## src/rtl/rp_ioctl_pkg.sv

```systemverilog
// Shared definitions for the hps_io ioctl transfer paths (ROM download, hiscore upload).
package rp_ioctl_pkg;

  typedef enum logic [1:0] {
    IDLE,
    PAUSE,
    READY,
    FETCH
  } upl_state_t;

  localparam logic [7:0] IDX_ROM     = 8'd0;
  localparam logic [7:0] IDX_HISCORE = 8'd4;

  // Returned for addresses beyond the RAM window so the host still gets a byte.
  localparam logic [7:0] OOW_BYTE    = 8'hFF;

endpackage

```

## src/rtl/upload_lat_pipe.sv

```systemverilog
// RAM_LAT-deep valid shift register: flags the cycle in which RAM read data is valid.
module upload_lat_pipe #(
  parameter int LAT = 1
) (
  input  logic clk_sys,
  input  logic reset_n,
  input  logic start,
  input  logic kill,
  output logic capture
);

  logic [LAT-1:0] stages;

  // kill flushes every fetch in flight, including one entering this cycle.
  always_ff @(posedge clk_sys or negedge reset_n) begin
    if (!reset_n) begin
      stages <= '0;
    end else if (kill) begin
      stages <= '0;
    end else begin
      stages[0] <= start;
      for (int i = 1; i < LAT; i++) begin
        stages[i] <= stages[i-1];
      end
    end
  end

  assign capture = stages[LAT-1];

endmodule

```

## src/rtl/hiscore_upload_server.sv

```systemverilog
// Streams hiscore/NVRAM bytes from CPU work RAM to the HPS over the ioctl upload path,
// holding the core paused for the whole session so the image is coherent.
module hiscore_upload_server
  import rp_ioctl_pkg::*;
#(
  parameter logic [7:0] UPLOAD_INDEX = IDX_HISCORE,
  parameter int         ADDR_W       = 10,
  parameter int         RAM_LAT      = 1
) (
  input  logic              clk_sys,
  input  logic              reset_n,
  input  logic              ioctl_upload,
  input  logic [7:0]        ioctl_index,
  input  logic              ioctl_rd,
  input  logic [24:0]       ioctl_addr,
  output logic [7:0]        ioctl_din,
  output logic              ioctl_wait,
  output logic              pause_req,
  input  logic              pause_ack,
  output logic [ADDR_W-1:0] ram_addr,
  output logic              ram_rd,
  input  logic [7:0]        ram_q,
  output logic              busy,
  output logic [7:0]        checksum,
  output logic              done
);

  upl_state_t state;
  logic       upload_q;
  logic       issue;
  logic       oow_q;
  logic       capture;
  logic       upload_rise;
  logic       session_end;
  logic       addr_oow;
  logic [7:0] fetched;

  assign upload_rise = ioctl_upload & ~upload_q;
  assign session_end = ~ioctl_upload & upload_q & (state != IDLE);
  assign addr_oow    = |ioctl_addr[24:ADDR_W];
  assign fetched     = oow_q ? OOW_BYTE : ram_q;

  upload_lat_pipe #(
    .LAT (RAM_LAT)
  ) u_lat_pipe (
    .clk_sys (clk_sys),
    .reset_n (reset_n),
    .start   (issue),
    .kill    (session_end),
    .capture (capture)
  );

  // Session end overrides everything; an in-flight fetch is dropped via the pipe kill.
  always_ff @(posedge clk_sys or negedge reset_n) begin
    if (!reset_n) begin
      state      <= IDLE;
      upload_q   <= 1'b0;
      issue      <= 1'b0;
      oow_q      <= 1'b0;
      ioctl_din  <= '0;
      ioctl_wait <= 1'b0;
      pause_req  <= 1'b0;
      ram_addr   <= '0;
      ram_rd     <= 1'b0;
      busy       <= 1'b0;
      checksum   <= '0;
      done       <= 1'b0;
    end else begin
      upload_q <= ioctl_upload;
      ram_rd   <= 1'b0;
      issue    <= 1'b0;
      done     <= 1'b0;
      if (session_end) begin
        state      <= IDLE;
        pause_req  <= 1'b0;
        ioctl_wait <= 1'b0;
        busy       <= 1'b0;
        done       <= 1'b1;
      end else begin
        case (state)
          IDLE: begin
            if (upload_rise && ioctl_index == UPLOAD_INDEX) begin
              state      <= PAUSE;
              pause_req  <= 1'b1;
              ioctl_wait <= 1'b1;
              busy       <= 1'b1;
              checksum   <= '0;
            end
          end
          PAUSE: begin
            if (pause_ack) begin
              state      <= READY;
              ioctl_wait <= 1'b0;
            end
          end
          READY: begin
            // Out-of-window reads never touch the RAM but keep the same timing.
            if (ioctl_rd) begin
              state      <= FETCH;
              ioctl_wait <= 1'b1;
              issue      <= 1'b1;
              oow_q      <= addr_oow;
              if (!addr_oow) begin
                ram_rd   <= 1'b1;
                ram_addr <= ioctl_addr[ADDR_W-1:0];
              end
            end
          end
          FETCH: begin
            if (capture) begin
              state      <= READY;
              ioctl_din  <= fetched;
              checksum   <= checksum + fetched;
              ioctl_wait <= 1'b0;
            end
          end
          default: state <= IDLE;
        endcase
      end
    end
  end

endmodule

```

## config.mk

```make
export PLATFORM = sky130hd
export DESIGN_NAME = hiscore_upload_server
export DESIGN_NICKNAME = d
export VERILOG_FILES = /design/src/rtl/rp_ioctl_pkg.sv /design/src/rtl/upload_lat_pipe.sv /design/src/rtl/hiscore_upload_server.sv
export SDC_FILE = /design/constraint.sdc
export NUM_CORES = 1
export LEC_CHECK = 0
export BUFFER_PORTS_ARGS = -buffer_cell sky130_fd_sc_hd__buf_2
export CELL_PAD_IN_SITES_DETAIL_PLACEMENT = 1
export CELL_PAD_IN_SITES_GLOBAL_PLACEMENT = 1
export CORE_MARGIN = 10
export CORE_UTILIZATION = 36
export DETAILED_ROUTE_END_ITERATION = 8
export PLACE_DENSITY_LB_ADDON = 0.1
export SYNTH_ARGS = -nofsm -noshare
export SYNTH_HDL_FRONTEND = slang
export SYNTH_SLANG_ARGS = --single-unit
```

## constraint.sdc

```tcl
create_clock -name clk_sys -period 2.8 [get_ports clk_sys]
set_input_delay 0.56 -clock clk_sys [delete_from_list [all_inputs] [get_ports clk_sys]]
set_output_delay 0.56 -clock clk_sys [all_outputs]
set_load 0.02 [all_outputs]
```

### Word level (Yosys, flattened, before mapping)

Index checks and enable logic that the tools add are counted.

* $add $sub $neg: 1
* equality and inequality tests: 10
* mux-type cells: 27
* bitwise gates (word level): 7
* reductions and logical operators: 13

Operators with widths (number)
* 8-bit 2-to-1 mux: 3
* 1-bit 2-to-1 mux: 16
* 8-bit one-hot mux with 2 select lines: 1
* 15-bit OR reduction: 1
* 4-bit AND reduction: 3
* 2-bit 2-to-1 mux: 5
* 3-bit inequality test, second input constant: 3
* 8-bit adder: 1
* 8-bit by 3-bit == test with 1-bit output, second input constant: 1
* 2-bit one-hot mux with 4 select lines: 1
* 2-bit nonzero test: 4
* 3-bit AND reduction: 2
* 2-bit == test, second input constant: 2
* 1-bit inverter: 4
* 1-bit one-hot mux with 4 select lines: 1
* 1-bit bitwise AND: 3
* 3-bit by 2-bit inequality test with 1-bit output, second input constant: 1
* 2-bit by 1-bit == test with 1-bit output, second input constant: 1
* 2-bit logical NOT: 1
* 2-bit by 1-bit inequality test with 1-bit output, second input constant: 1
* 2-bit inequality test, second input constant: 1
* 2-bit AND reduction: 1
* 1-bit logical AND: 1

* flip-flop bits (word level): 36
* input port bits: 46
* logic and storage cells: 70

### Longest topological paths before layout

* depth in word-level cells: 6
* mapped depth: 9
* depth with buffers taken out: 9

### Hierarchy

Synthesis repeated with hierarchy kept, for this count alone.

* cell total of the unflattened synthesis: 158
* area, all modules: 1824.2 sq um

Modules (own cells, without submodules)
* hiscore_upload_server: times used 1, cells an instance 156, area an instance 1785.5 sq um, sequential area each 875.8 sq um
* upload_lat_pipe: times used 1, cells an instance 2, area an instance 38.8 sq um, sequential area each 25.0 sq um

### Worst setup path before layout

Ideal clock, no wire load.

* kind: input port to flip-flop
* start: input ram_q[2]
* end: register checksum[7]
* setup time: 83 ps
* arrival: 2117 ps
* required time: 2717 ps
* path slack: 600 ps
* stages on the path: 7
* path buffers: 0
* cells stage by stage: or2_2 > ha_1 > o21ai_0 > o31ai_1 > a2111o_1 > o211a_1 > o21ai_0

* longest elaborated chain between the ends: 4

Ends and longest elaborated chain
* from (decl): line hiscore_upload_server.sv:22 `input logic [7:0] ram_q,`
* 8-bit 2-to-1 mux: line hiscore_upload_server.sv:41 `assign fetched = oow_q ? OOW_BYTE : ram_q;`
* 8-bit adder: line hiscore_upload_server.sv:113 `checksum <= checksum + fetched;`
* 8-bit 2-to-1 mux: line hiscore_upload_server.sv:110 `if (capture) begin`
* 8-bit one-hot mux with 2 select lines: line hiscore_upload_server.sv:80 `case (state)`
* to (signal assigned): line hiscore_upload_server.sv:113
* to (decl): line hiscore_upload_server.sv:24 `output logic [7:0] checksum,`

No other way between the ends. The select of a mux whose other input is x is not followed.
A chain may end at the register's enable or synchronous reset.

### Final worst setup path

* start: register oow_q
* end: register checksum[7]

* longest elaborated chain between the ends: 4

Ends and longest elaborated chain
* from (decl): line hiscore_upload_server.sv:31 `logic oow_q;`
* from (signal assigned): line hiscore_upload_server.sv:102 `oow_q <= addr_oow;`
* 8-bit 2-to-1 mux: line hiscore_upload_server.sv:41
* via fetched[1]: line hiscore_upload_server.sv:36 `logic [7:0] fetched;`
* 8-bit adder: line hiscore_upload_server.sv:113
* 8-bit 2-to-1 mux: line hiscore_upload_server.sv:110
* 8-bit one-hot mux with 2 select lines: line hiscore_upload_server.sv:80

The timed path passes the listed nets, and every way through them passes these cells. The select of a mux whose other input is x is not followed.

==> impl_metrics.yaml <==
timing:
  setup_violations: 0
  period_minus_slack_ns: 2.39
  hold_violations: 0
  hold_slack_ns: 0.357
  skew_ns: 0.00534
  slew_headroom_pct: 44.8
  tns_ns: 0
  grt_setup_unrepaired: "false"
  max_freq_mhz: 418
  period_share_pct: 85.4
  worst_pin_slew_ns: 0.829
  final_max_slew_viol_count: 0
power_and_ir_drop:
  p_total_mw: 1.45
  seq_power_share_pct: 46.1
  clkPwrFrac_pct: 26.9
  ir_drop_uv: 285
  pwr-share-comb_pct: 26.9
  internal_power_mw: 0.925
  p_sw_share_pct: 36.1
  p_leak_nw: 1.27
  p_switching_mw: 0.522
  powerDensity_nw_per_um2: 594
yosys:
  synth.cell_area_um2: 1930
  synth.top_cell.area_share_pct: 46.7
  synth_area_leaders: "dfrtp_1 47%, mux2_4 7.0%, mux2_2 4.7%"
  syn_avg_cell_area_um2: 11.3
  syn_inst: 171
  synth_edf_count: 0
  yosysMostFrequentCell: "dfrtp_1"
  synth_cell_types: 44
  synth_common_cells: "36 x dfrtp_1, 17 x nand2_1, 10 x o21ai_0"
  ys_seq_area_share_pct: 46.7
  ys_ff_latch: 36
  synthesis.nets: 225
  yosysWarnings: 0
  async_reset_ff_share_pct: 100
  synth_top_area_cell: "dfrtp_1"
  ys.flop_type: "dfrtp_1"
route:
  first_pass_iters: 3
  routed_wl_um: 5160
  vias: 1608
  wl_per_cell_um: 16.2
  drc: 0
  drtIter0Drc: 21
  antenna_left: 0
  viasPerCell: 5.04
floorplanning:
  ios: 77
  start_util_pct: 37.5
  die_h_um: 93.2
  coreArea_um2: 5140
  fp.dieW_um: 93.2
  rows: 26
  dieArea_um2: 8680
global_routing:
  grt_usage_pct: 12.2
  gr-total-overflow: 0
  grt_pass1_vias: 1841
  grt_pass1_wl_um: 8500
  grt_max_degree: 37
  antenna_found_initial: 0
worst_setup_path:
  cp-start-kind: "flop"
  reg2reg_depth: 8
  worstSetupPathType: "flop to flop"
  cp.required_ns: 3.02
  crit_fanout: 9
  arrival_ns: 2.61
  setup.worst_path.start: "oow_q$_DFFE_PN0P_"
  r2r_start: "oow_q$_DFFE_PN0P_"
  end_kind: "flop"
clocking:
  ctsResizeCount: 0
  h-tree-depth: 2
  clock_latency_ns: 0.30
  holdBufCountCts: 0
  cts_root_buf: "clkbuf_8"
  clock_path_buffers: 2
  path_clk_slew_ns: 0.08
  clock_sinks: 36
  cts_tree: "done"
  post_cts.repair.setup_buffers: 0
  cts_buffers: 5
status:
  status: "complete, no violations"
hold_path:
  hold_class: "input port to asynchronous set/reset pin"
layout:
  fin_nets: 302
  area_growth_pct: 26.3
  layout-drive-gt1-share_pct: 47.0
  diodes: 0
placement:
  hpwl_um: 4050
  gp_congestion: 0.756
  io_buffer_count: 76
flow_run:
  maxCapViolCount: 0
[sequential cells by signal (all words and copies together), names as in the netlist]
name	count
upload_q	1
issue	1
state	2
ram_addr	10
ioctl_din	8
checksum	8
done	1
oow_q	1
ram_rd	1
ioctl_wait	1
u_lat_pipe.capture	1
busy	1
[routing by layer]
| metal | wire (um) | global-route usage (%) |
|---|---|---|
| met4 | 40 | 3.21 |
| met1 | 2010 | 12.2 |
| met5 | 0 | 0 |
| met2 | 2620 | 21.3 |
| met3 | 490 | 6.79 |
[logic make-up after synthesis]
| group | share of synthesized area (%) |
|---|---|
| compound gates | 12.7 |
| xor+xnor | 0.909 |
| fa+ha+maj | 5.58 |
| buf+inv | 4.48 |
| flops | 46.7 |
| mux | 11.7 |
| simple gates | 18.0 |
[cell type report]
class	instances	area [um2]
Timing Repair Buffer	77	388
Multi-Input combinational cell	121	941
Tap cell	70	87.6
Inverter	7	26.3
Fill cell	632	2700
Clock buffer	5	68.8
Sequential cell	36	901
Clock inverter	3	23.8
[worst max-delay path: stages, from the launching register on]
cell and delay [ns]:
dfrtp_1 0.51, nor2_1 0.27, inv_1 0.07, ha_1 0.29, a211oi_1 0.39, o31ai_1 0.16, a2111o_1 0.42, o211a_1 0.13
o21ai_0 0.07
[placed cells by master, fill, tap and decap left out, drive strengths merged, types with 4 or more instances in the layout]
cell,Yosys,final
o41ai,4,4
o21ai,10,10
inv,7,7
ha,7,7
nand3,4,4
or2,8,8
clkbuf,0,5
nor2b,4,4
nor3,4,4
mux2,17,17
a21oi,6,6
dfrtp,36,36
nor4,4,4
nand2,17,17
buf,7,77
nor2,8,8
[worst paths after layout]
kind / slack (ns) / end
min in group clk_sys: 0.41 / upload_q$_DFF_PN0_
min reg2reg: 0.49 / ioctl_din[7]$_DFFE_PN0P_
max reg2reg: 0.41 / checksum[7]$_DFFE_PN0P_
max in group asynchronous: 1.92 / ioctl_din[5]$_DFFE_PN0P_
min: 0.36 / ioctl_din[1]$_DFFE_PN0P_
max: 0.41 / checksum[7]$_DFFE_PN0P_
[through the flow]
step	util, %	cell area [um2]	instances	worst slack [ns]
floorplan	-	1930	171	0.600
global route	47.4	2440	319	0.197
detailed placement	45.6	2340	311	0.331
finish	47.4	2440	319	0.408
global placement	45.6	2340	311	0.368
CTS	47.4	2440	319	0.356
[power groups by stage]
stage	clock (mW)	combinational (mW)	sequential, mW
2_1_floorplan	0	0.277	0.662
3_3_place_gp	0	0.389	0.678
3_5_place_dp	0	0.398	0.679
4_1_cts	0.407	0.400	0.669
5_1_grt	0.433	0.441	0.682
6_report	0.390	0.390	0.668
(Power assumes the default switching activity.)
